**config.mk**
```make
export PLATFORM = sky130hd
export DESIGN_NAME = block_mac_2x2
export DESIGN_NICKNAME = d
export VERILOG_FILES = /design/src/rtl/block_mac_2x2.sv
export SDC_FILE = /design/constraint.sdc
export NUM_CORES = 2
export LEC_CHECK = 0
export ABC_AREA = 1
export ABC_CLOCK_PERIOD_IN_PS = 19200
export BUFFER_PORTS_ARGS = -buffer_cell sky130_fd_sc_hd__buf_2
export CAP_MARGIN = 20
export CORE_ASPECT_RATIO = 1.1
export CORE_UTILIZATION = 56
export CTS_BUF_LIST = sky130_fd_sc_hd__clkbuf_4 sky130_fd_sc_hd__clkbuf_8
export DETAILED_ROUTE_END_ITERATION = 10
export PLACE_DENSITY = 0.77
export SETUP_SLACK_MARGIN = 0.02
export SLEW_MARGIN = 20
export SYNTH_ARGS = -nofsm -noshare
export SYNTH_HDL_FRONTEND = slang
export SYNTH_SLANG_ARGS = --single-unit
```
**constraint.sdc**
```tcl
create_clock -name clk -period 19.2 [get_ports clk]
set_input_delay 1.92 -clock clk [delete_from_list [all_inputs] [get_ports clk]]
set_output_delay 1.92 -clock clk [all_outputs]
set_load 0.05 [all_outputs]
```
**src/rtl/block_mac_2x2.sv**
```systemverilog
// rtl/block_mac_2x2.sv - 2x2 block matrix multiply-accumulate on one time-shared multiplier
//
// Ports:
//   clk                  rising-edge clock
//   reset                asynchronous active-low reset
//   in_valid / in_ready  operand tile handshake (ready only while idle)
//   a00..a11, b00..b11   operand tiles, element (row, column)
//   in_first             tile starts a new result block (clear accumulators)
//   in_last              tile ends the result block (present result afterwards)
//   out_valid/out_ready  result handshake (valid only while holding a result)
//   c00..c11             registered accumulator values
`timescale 1ns/1ps

module block_mac_2x2 #(
    parameter int DATA_WIDTH = 32
) (
    input  logic                  clk,
    input  logic                  reset,
    input  logic                  in_valid,
    output logic                  in_ready,
    input  logic [DATA_WIDTH-1:0] a00,
    input  logic [DATA_WIDTH-1:0] a01,
    input  logic [DATA_WIDTH-1:0] a10,
    input  logic [DATA_WIDTH-1:0] a11,
    input  logic [DATA_WIDTH-1:0] b00,
    input  logic [DATA_WIDTH-1:0] b01,
    input  logic [DATA_WIDTH-1:0] b10,
    input  logic [DATA_WIDTH-1:0] b11,
    input  logic                  in_first,
    input  logic                  in_last,
    output logic                  out_valid,
    input  logic                  out_ready,
    output logic [DATA_WIDTH-1:0] c00,
    output logic [DATA_WIDTH-1:0] c01,
    output logic [DATA_WIDTH-1:0] c10,
    output logic [DATA_WIDTH-1:0] c11
);

    typedef enum logic [1:0] {
        IDLE = 2'd0,
        MUL  = 2'd1,
        DONE = 2'd2
    } state_t;

    state_t state;
    state_t state_next;

    // Captured operands and accumulators, indexed {row, column}.
    logic [DATA_WIDTH-1:0] a_q   [4];
    logic [DATA_WIDTH-1:0] b_q   [4];
    logic [DATA_WIDTH-1:0] acc   [4];
    logic [2:0]            step;
    logic                  last_q;

    logic                  accept;
    logic [DATA_WIDTH-1:0] mul_a;
    logic [DATA_WIDTH-1:0] mul_b;
    logic [DATA_WIDTH-1:0] prod;
    logic [1:0]            acc_idx;

    assign accept = in_valid && in_ready;

    // Step k computes c[i][j] += a[i][m] * b[m][j] with i = k[2], j = k[1], m = k[0].
    // So the target accumulator is {k[2], k[1]}, A is read at {k[2], k[0]} and B at {k[0], k[1]}.
    assign acc_idx = step[2:1];
    assign mul_a   = a_q[{step[2], step[0]}];
    assign mul_b   = b_q[{step[0], step[1]}];

    // The single shared multiplier; only the low DATA_WIDTH bits of the product are kept,
    // which are identical for signed and unsigned operands.
    assign prod = mul_a * mul_b;

    // State register
    always_ff @(posedge clk or negedge reset) begin
        if (!reset) begin
            state <= IDLE;
        end else begin
            state <= state_next;
        end
    end

    // Next-state logic
    always_comb begin
        state_next = state;
        case (state)
            IDLE: begin
                if (in_valid) begin
                    state_next = MUL;
                end
            end
            MUL: begin
                if (step == 3'd7) begin
                    state_next = last_q ? DONE : IDLE;
                end
            end
            DONE: begin
                if (out_ready) begin
                    state_next = IDLE;
                end
            end
            default: state_next = IDLE;
        endcase
    end

    // Output logic
    always_comb begin
        in_ready  = 1'b0;
        out_valid = 1'b0;
        case (state)
            IDLE:    in_ready  = 1'b1;
            DONE:    out_valid = 1'b1;
            default: ;
        endcase
    end

    // Datapath: operand capture and accumulation
    always_ff @(posedge clk or negedge reset) begin
        if (!reset) begin
            for (int i = 0; i < 4; i++) begin
                a_q[i] <= '0;
                b_q[i] <= '0;
                acc[i] <= '0;
            end
            step   <= 3'd0;
            last_q <= 1'b0;
        end else if (accept) begin
            a_q[0] <= a00;
            a_q[1] <= a01;
            a_q[2] <= a10;
            a_q[3] <= a11;
            b_q[0] <= b00;
            b_q[1] <= b01;
            b_q[2] <= b10;
            b_q[3] <= b11;
            last_q <= in_last;
            step   <= 3'd0;
            if (in_first) begin
                for (int i = 0; i < 4; i++) begin
                    acc[i] <= '0;
                end
            end
        end else if (state == MUL) begin
            acc[acc_idx] <= acc[acc_idx] + prod;
            // Wraps back to 0 after step 7, ready for the next tile.
            step         <= step + 3'd1;
        end
    end

    assign c00 = acc[0];
    assign c01 = acc[1];
    assign c10 = acc[2];
    assign c11 = acc[3];

endmodule
```
* After elaboration in Yosys (flattened, before gate mapping)
Cells that the tools add are included.
W data, S select, Z words.
** Word-level totals
- Register bits after elaboration :: 390
** Operators by class
- $add $sub $neg :: 2
- Bitwise gates (word level) :: 3
- Multiplexer cells :: 24
- Reduce and logical (&&, ||, !) cells :: 6
- $mul :: 1
- $lt $le $gt $ge :: 4
- Equality and inequality tests :: 7
** Operator list (number)
- $mux W128 :: 3
- $mux W32 :: 7
- $bmux W32 S2 :: 3
- $bwmux W128 :: 1
- $demux W32 S2 :: 1
- $add A32 B32 Y32 :: 1
- $mul A32 B32 Y32 :: 1
- $ge A3 B3 Y1 const B :: 3
- $not A2 Y3 :: 3
- $mux W2 :: 4
- $ne A2 B2 Y1 const B :: 4
- $mux W3 :: 2
- $pmux W2 S3 :: 1
- $add A3 B1 Y3 const B :: 1
- $eq A3 B3 Y1 const B :: 1
- $lt A3 B1 Y1 const B :: 1
- $reduce_and A3 Y1 :: 1
- $eq A2 B1 Y1 const B :: 1
- $eq A2 B2 Y1 const B :: 1
- $logic_and A1 B1 Y1 :: 2
- $logic_not A2 Y1 :: 1
- $mux W1 :: 2
- $reduce_and A2 Y1 :: 1
- $reduce_bool A2 Y1 :: 1

* Longest topological paths before layout
- Depth in word-level cells :: 9
- Mapped depth :: 40
- Gate-level depth less buffers :: 36

* Worst setup path after synthesis
OpenSTA, ideal clock, no wires.
- Kind :: flip-flop to flip-flop
- Start :: register step[0]
- End :: register acc (netlist bit c00[29])
- Data arrival time :: 7.584 ns
- Stages on the path, launching flop included :: 35
- Path slack :: 11.533 ns
- Buffers on the path :: 6
- Period minus slack after synthesis :: 7.667 ns
- Required time :: 19.117 ns
- Library setup time :: 0.083 ns
- Cell sequence :: dfrtp_1 -> buf_6 -> inv_4 -> buf_6 -> buf_6 -> buf_6 -> a21oi_1 -> a32oi_2 -> clkbuf_1 -> buf_1 -> nand2_1 -> fa_1 -> fa_1 -> inv_1 -> fa_1 -> inv_1 -> fa_1 -> inv_1 -> fa_1 -> fa_1 -> fa_1 -> inv_1 -> fa_1 -> inv_1 -> ha_1 -> nand2_1 -> nor4_1 -> nand3_1 -> nand3_1 -> nand3_1 -> nand2_1 -> a31oi_1 -> xor2_1 -> nand2_1 -> o21ai_0
** On the way
- Cells in the longest elaborated chain, start to end :: 9
- Elaborated cells on any way between the ends :: 13
- Classes of those cells :: add/sub (1); mul (1); mux (9); bitwise (2)
** Ends and longest elaborated chain
- from (decl) :: line 52 : logic [2:0] step;
- from (signal assigned) :: line 145 : step <= step + 3'd1;
- $not A2 Y3 (on tied branches) :: line 66, 67
- $bmux W32 S2 (on tied branches) :: line 66, 67
- $mux W32 (on tied branches) (2 in a row) :: line 66, 67
- $mul A32 B32 Y32 * :: line 71 : assign prod = mul_a * mul_b;
- $add A32 B32 Y32 * :: line 143 : acc[acc_idx] <= acc[acc_idx] + prod;
- $bwmux W128 * :: line 143
- $mux W128 * :: line 142 : end else if (state == MUL) begin
- $mux W128 * :: line 126 : end else if (accept) begin
- to (signal, indexed assignment) :: line 143
- to (decl) :: line 51 : logic [DATA_WIDTH-1:0] acc [4];
Mark *: on every way between the ends. The rest lies on a longest branch, timed or not. The select of a mux whose other input is x is not followed.
A chain may end at the register's enable or synchronous reset.

* Worst setup path in the final report
- Start :: register step[0]
- End :: register acc (netlist bit c10[28])
Same word-level chain as after synthesis.

==> run summary <==
pin count of the biggest net entering global routing - 213
adder-cell share of the synthesized area - 30.3%
worst r2r dst - c10[28]
vias after detailed routing - 29900
HPWL after DPL - 81600 µm
Post-CTS Setup Inserts - 0
outcome - complete, no violations
Critical Path RT - 19830 ps
DRC Markers - 0
Final Skew - 61.9 ps
I/O pins - 392
most frequent cells in the layout - 1283 x nand2_1, 769 x inv_1, 438 x fa_1, 390 x buf_2, 388 x dfrtp_1
synth unique cells - 47
Worst Reg-to-Reg Cells - 31
Placer Congestion - 0.965
Worst-Margin Slew - 1060 ps
Slew headroom - 29.0%
Hold-fix buffers, CTS - 0
R2R Setup Slk - 9710 ps
global-route wire length before repair - 166000 µm
Clock Sinks - 390
syn nets - 5025
H-Tree Depth - 3
Root Buffer - clkbuf_8
XOR/XNOR Fraction of Synth Area - 0.745%
post-synthesis mux area share - 0%
CP endpoint - c10[28]
post-synthesis instance area - 34100 µm²
Area growth syn-to-layout - 11.2%
max cap viols - 0
Non-Filler Instances - 5327
commonest non-fill, non-tap cell in the layout - nand2_1
drt wl/cell - 20.0 µm
Post-Synthesis Cells - 4199
CP peak stage delay - 690 ps
vias per std cell - 5.61
FP Rows - 94
average size of a mapped cell - 8.12 µm²
CP dominant cell by count - fa_1
clock buffer depth - 3
Starting Density - 56.9%
global route total overflow - 0
vias in the first global route - 29800
clk slew on worst S/H paths - 60 ps
Hold WC Path Type - reg2reg
Setup crit start - step[0]
Final setup viols - 0
#FFs+latches synth - 390
initial antenna violation count - 8
Worst R2R Start - step[0]
CTS tree - built
Setup crit end kind - flop
critical path startpoint category - flop
fmax - 105 MHz
die outline width - 237 µm
fin crit share - 49.4%
final hold viol count - 0
sequential area share after synthesis - 28.6%
drt pass-1 iters - 6
kind of critical path - reg2reg
crit path max fanout - 68
synth warn - 0
worst path arrival time - 10120 ps
die height - 261 µm
layout cells sized above 1 - 13.2%
drt first-iter violations - 2973
Clock Latency Late Sink - 700 ps
crit path time final - 9490 ps
Nets - 5330
core area - 60000 µm²
Port-buffer cells - 391
All-Layer GR Usage - 35.1%
die area - 61900 µm²
fraction of registers with async set/reset - 100%
largest family of logic cells by synthesized area - adder cells
Synth Flop Type - dfrtp_1
Post-synth EDFFs - 0
Detailed Route WL - 107000 µm
Worst path slowest cell - dfrtp_4
RSZ-0062 raised after global routing - no
simple-gate portion of the synthesized area - 20.9%
setup_tns - 0 ps
placed instance count - 5202
Gates resized, CTS repair - 0
Compound-Gate Fraction of Synth Area - 7.87%
Final ANT Viol Nets - 0
Final Max Tran Viols - 0
TritonCTS buffer count - 66
per-layer routing:
| layer | track usage [%] | share of wire, % | vias to the layer above |
|---|---|---|---|
| met4 | 19.6 | 6.2 | 8 |
| met5 | 0 | 0.043 | - |
| met1 | 45.2 | 38 | 14600 |
| met2 | 56.9 | 47 | 1612 |
| met3 | 5.80 | 8.2 | 362 |
| li1 | - | - | 13300 |
cell families after synthesis:
logic type | count (synthesis)
AND/OR/NAND/NOR | 1815
XOR/XNOR | 29
buffers and inverters | 979
flip-flops | 390
adder cells (fa/ha/maj) | 564
AO/OA/AOI/OAI | 422
worst max-delay path, delay by kind of cell (launching register included):
kind	cells	cell delay, ps
fa+ha+maj	9	4260
buf+inv	10	2120
compound gates	3	560
flops	1	690
xor+xnor	1	320
simple gates	8	1350
registers in the layout, summed over array words and instances (netlist names):
name    flops
c01        32
a_q       128
c10        32
c11        32
last_q      1
b_q       128
state       2
c00        32
step        3
cells in the mapped netlist, types with 2 or more instances:
cell type | number | area [µm²]
a31oi_1 | 4 | 25.0
nand2_1 | 1284 | 4820
ha_1 | 126 | 1580
xor2_1 | 19 | 166
nand3b_1 | 8 | 60.1
o21ai_0 | 187 | 936
buf_1 | 12 | 45.0
clkinv_1 | 8 | 30.0
clkbuf_1 | 126 | 473
o31ai_1 | 3 | 22.5
inv_1 | 771 | 2890
nand2_2 | 17 | 106
a32o_1 | 37 | 370
o32ai_1 | 2 | 17.5
nand3_1 | 140 | 701
nand4_1 | 5 | 31.3
inv_2 | 7 | 26.3
nor2_1 | 335 | 1260
o21ai_1 | 6 | 30.0
or2_2 | 11 | 68.8
nand3_2 | 2 | 20.0
a221oi_1 | 3 | 26.3
dfrtp_1 | 390 | 9760
o22ai_1 | 41 | 257
o22a_1 | 6 | 52.6
fa_1 | 438 | 8770
a21oi_1 | 52 | 260
buf_6 | 23 | 259
o221ai_1 | 27 | 236
o211ai_1 | 18 | 135
o211ai_2 | 6 | 75.1
a22o_1 | 2 | 17.5
o21bai_1 | 2 | 15.0
and2_1 | 3 | 18.8
xnor2_1 | 10 | 87.6
a22oi_1 | 20 | 150
buf_4 | 15 | 113
buf_2 | 15 | 75.1
inv_4 | 2 | 12.5
nor4_1 | 3 | 18.8
nor3_1 | 6 | 30.0
a21o_1 | 2 | 15.0
worst min path at each step:
stage	startpoint	to	slack (ps)	cells past startpoint
floorplan	a_q[125]	a_q[125]	440	2
global placement	a_q[125]	a_q[125]	450	2
detailed placement	a_q[125]	a_q[125]	460	2
CTS	a_q[125]	a_q[125]	480	2
global route	a_q[118]	a_q[118]	490	2
finish	a_q[125]	a_q[125]	480	2
through the flow:
stage	util [%]	cell area [µm²]	worst slack, ps	hold WS, ps
global placement	60.6	36400	9990	455
CTS	63.1	37900	9850	477
finish	63.2	37900	9710	480
detailed placement	60.7	36400	9920	463
global route	63.2	37900	9270	494
floorplan	-	34100	11530	441
final cells by class:
cell class              instances  area [µm²]
diodes                          4        10.0
flip-flops and latches        390        9760
clock buffers                 104        1270
repair buffers                428        2320
inverters                     788        2970
fillers                      5215       22000
multi-input cells            2830       20400
well taps                     768         961
clock inverters                15         218
Power is not shown: default switching activity piles up to over one toggle a cycle in this logic, so the estimate is an artifact.
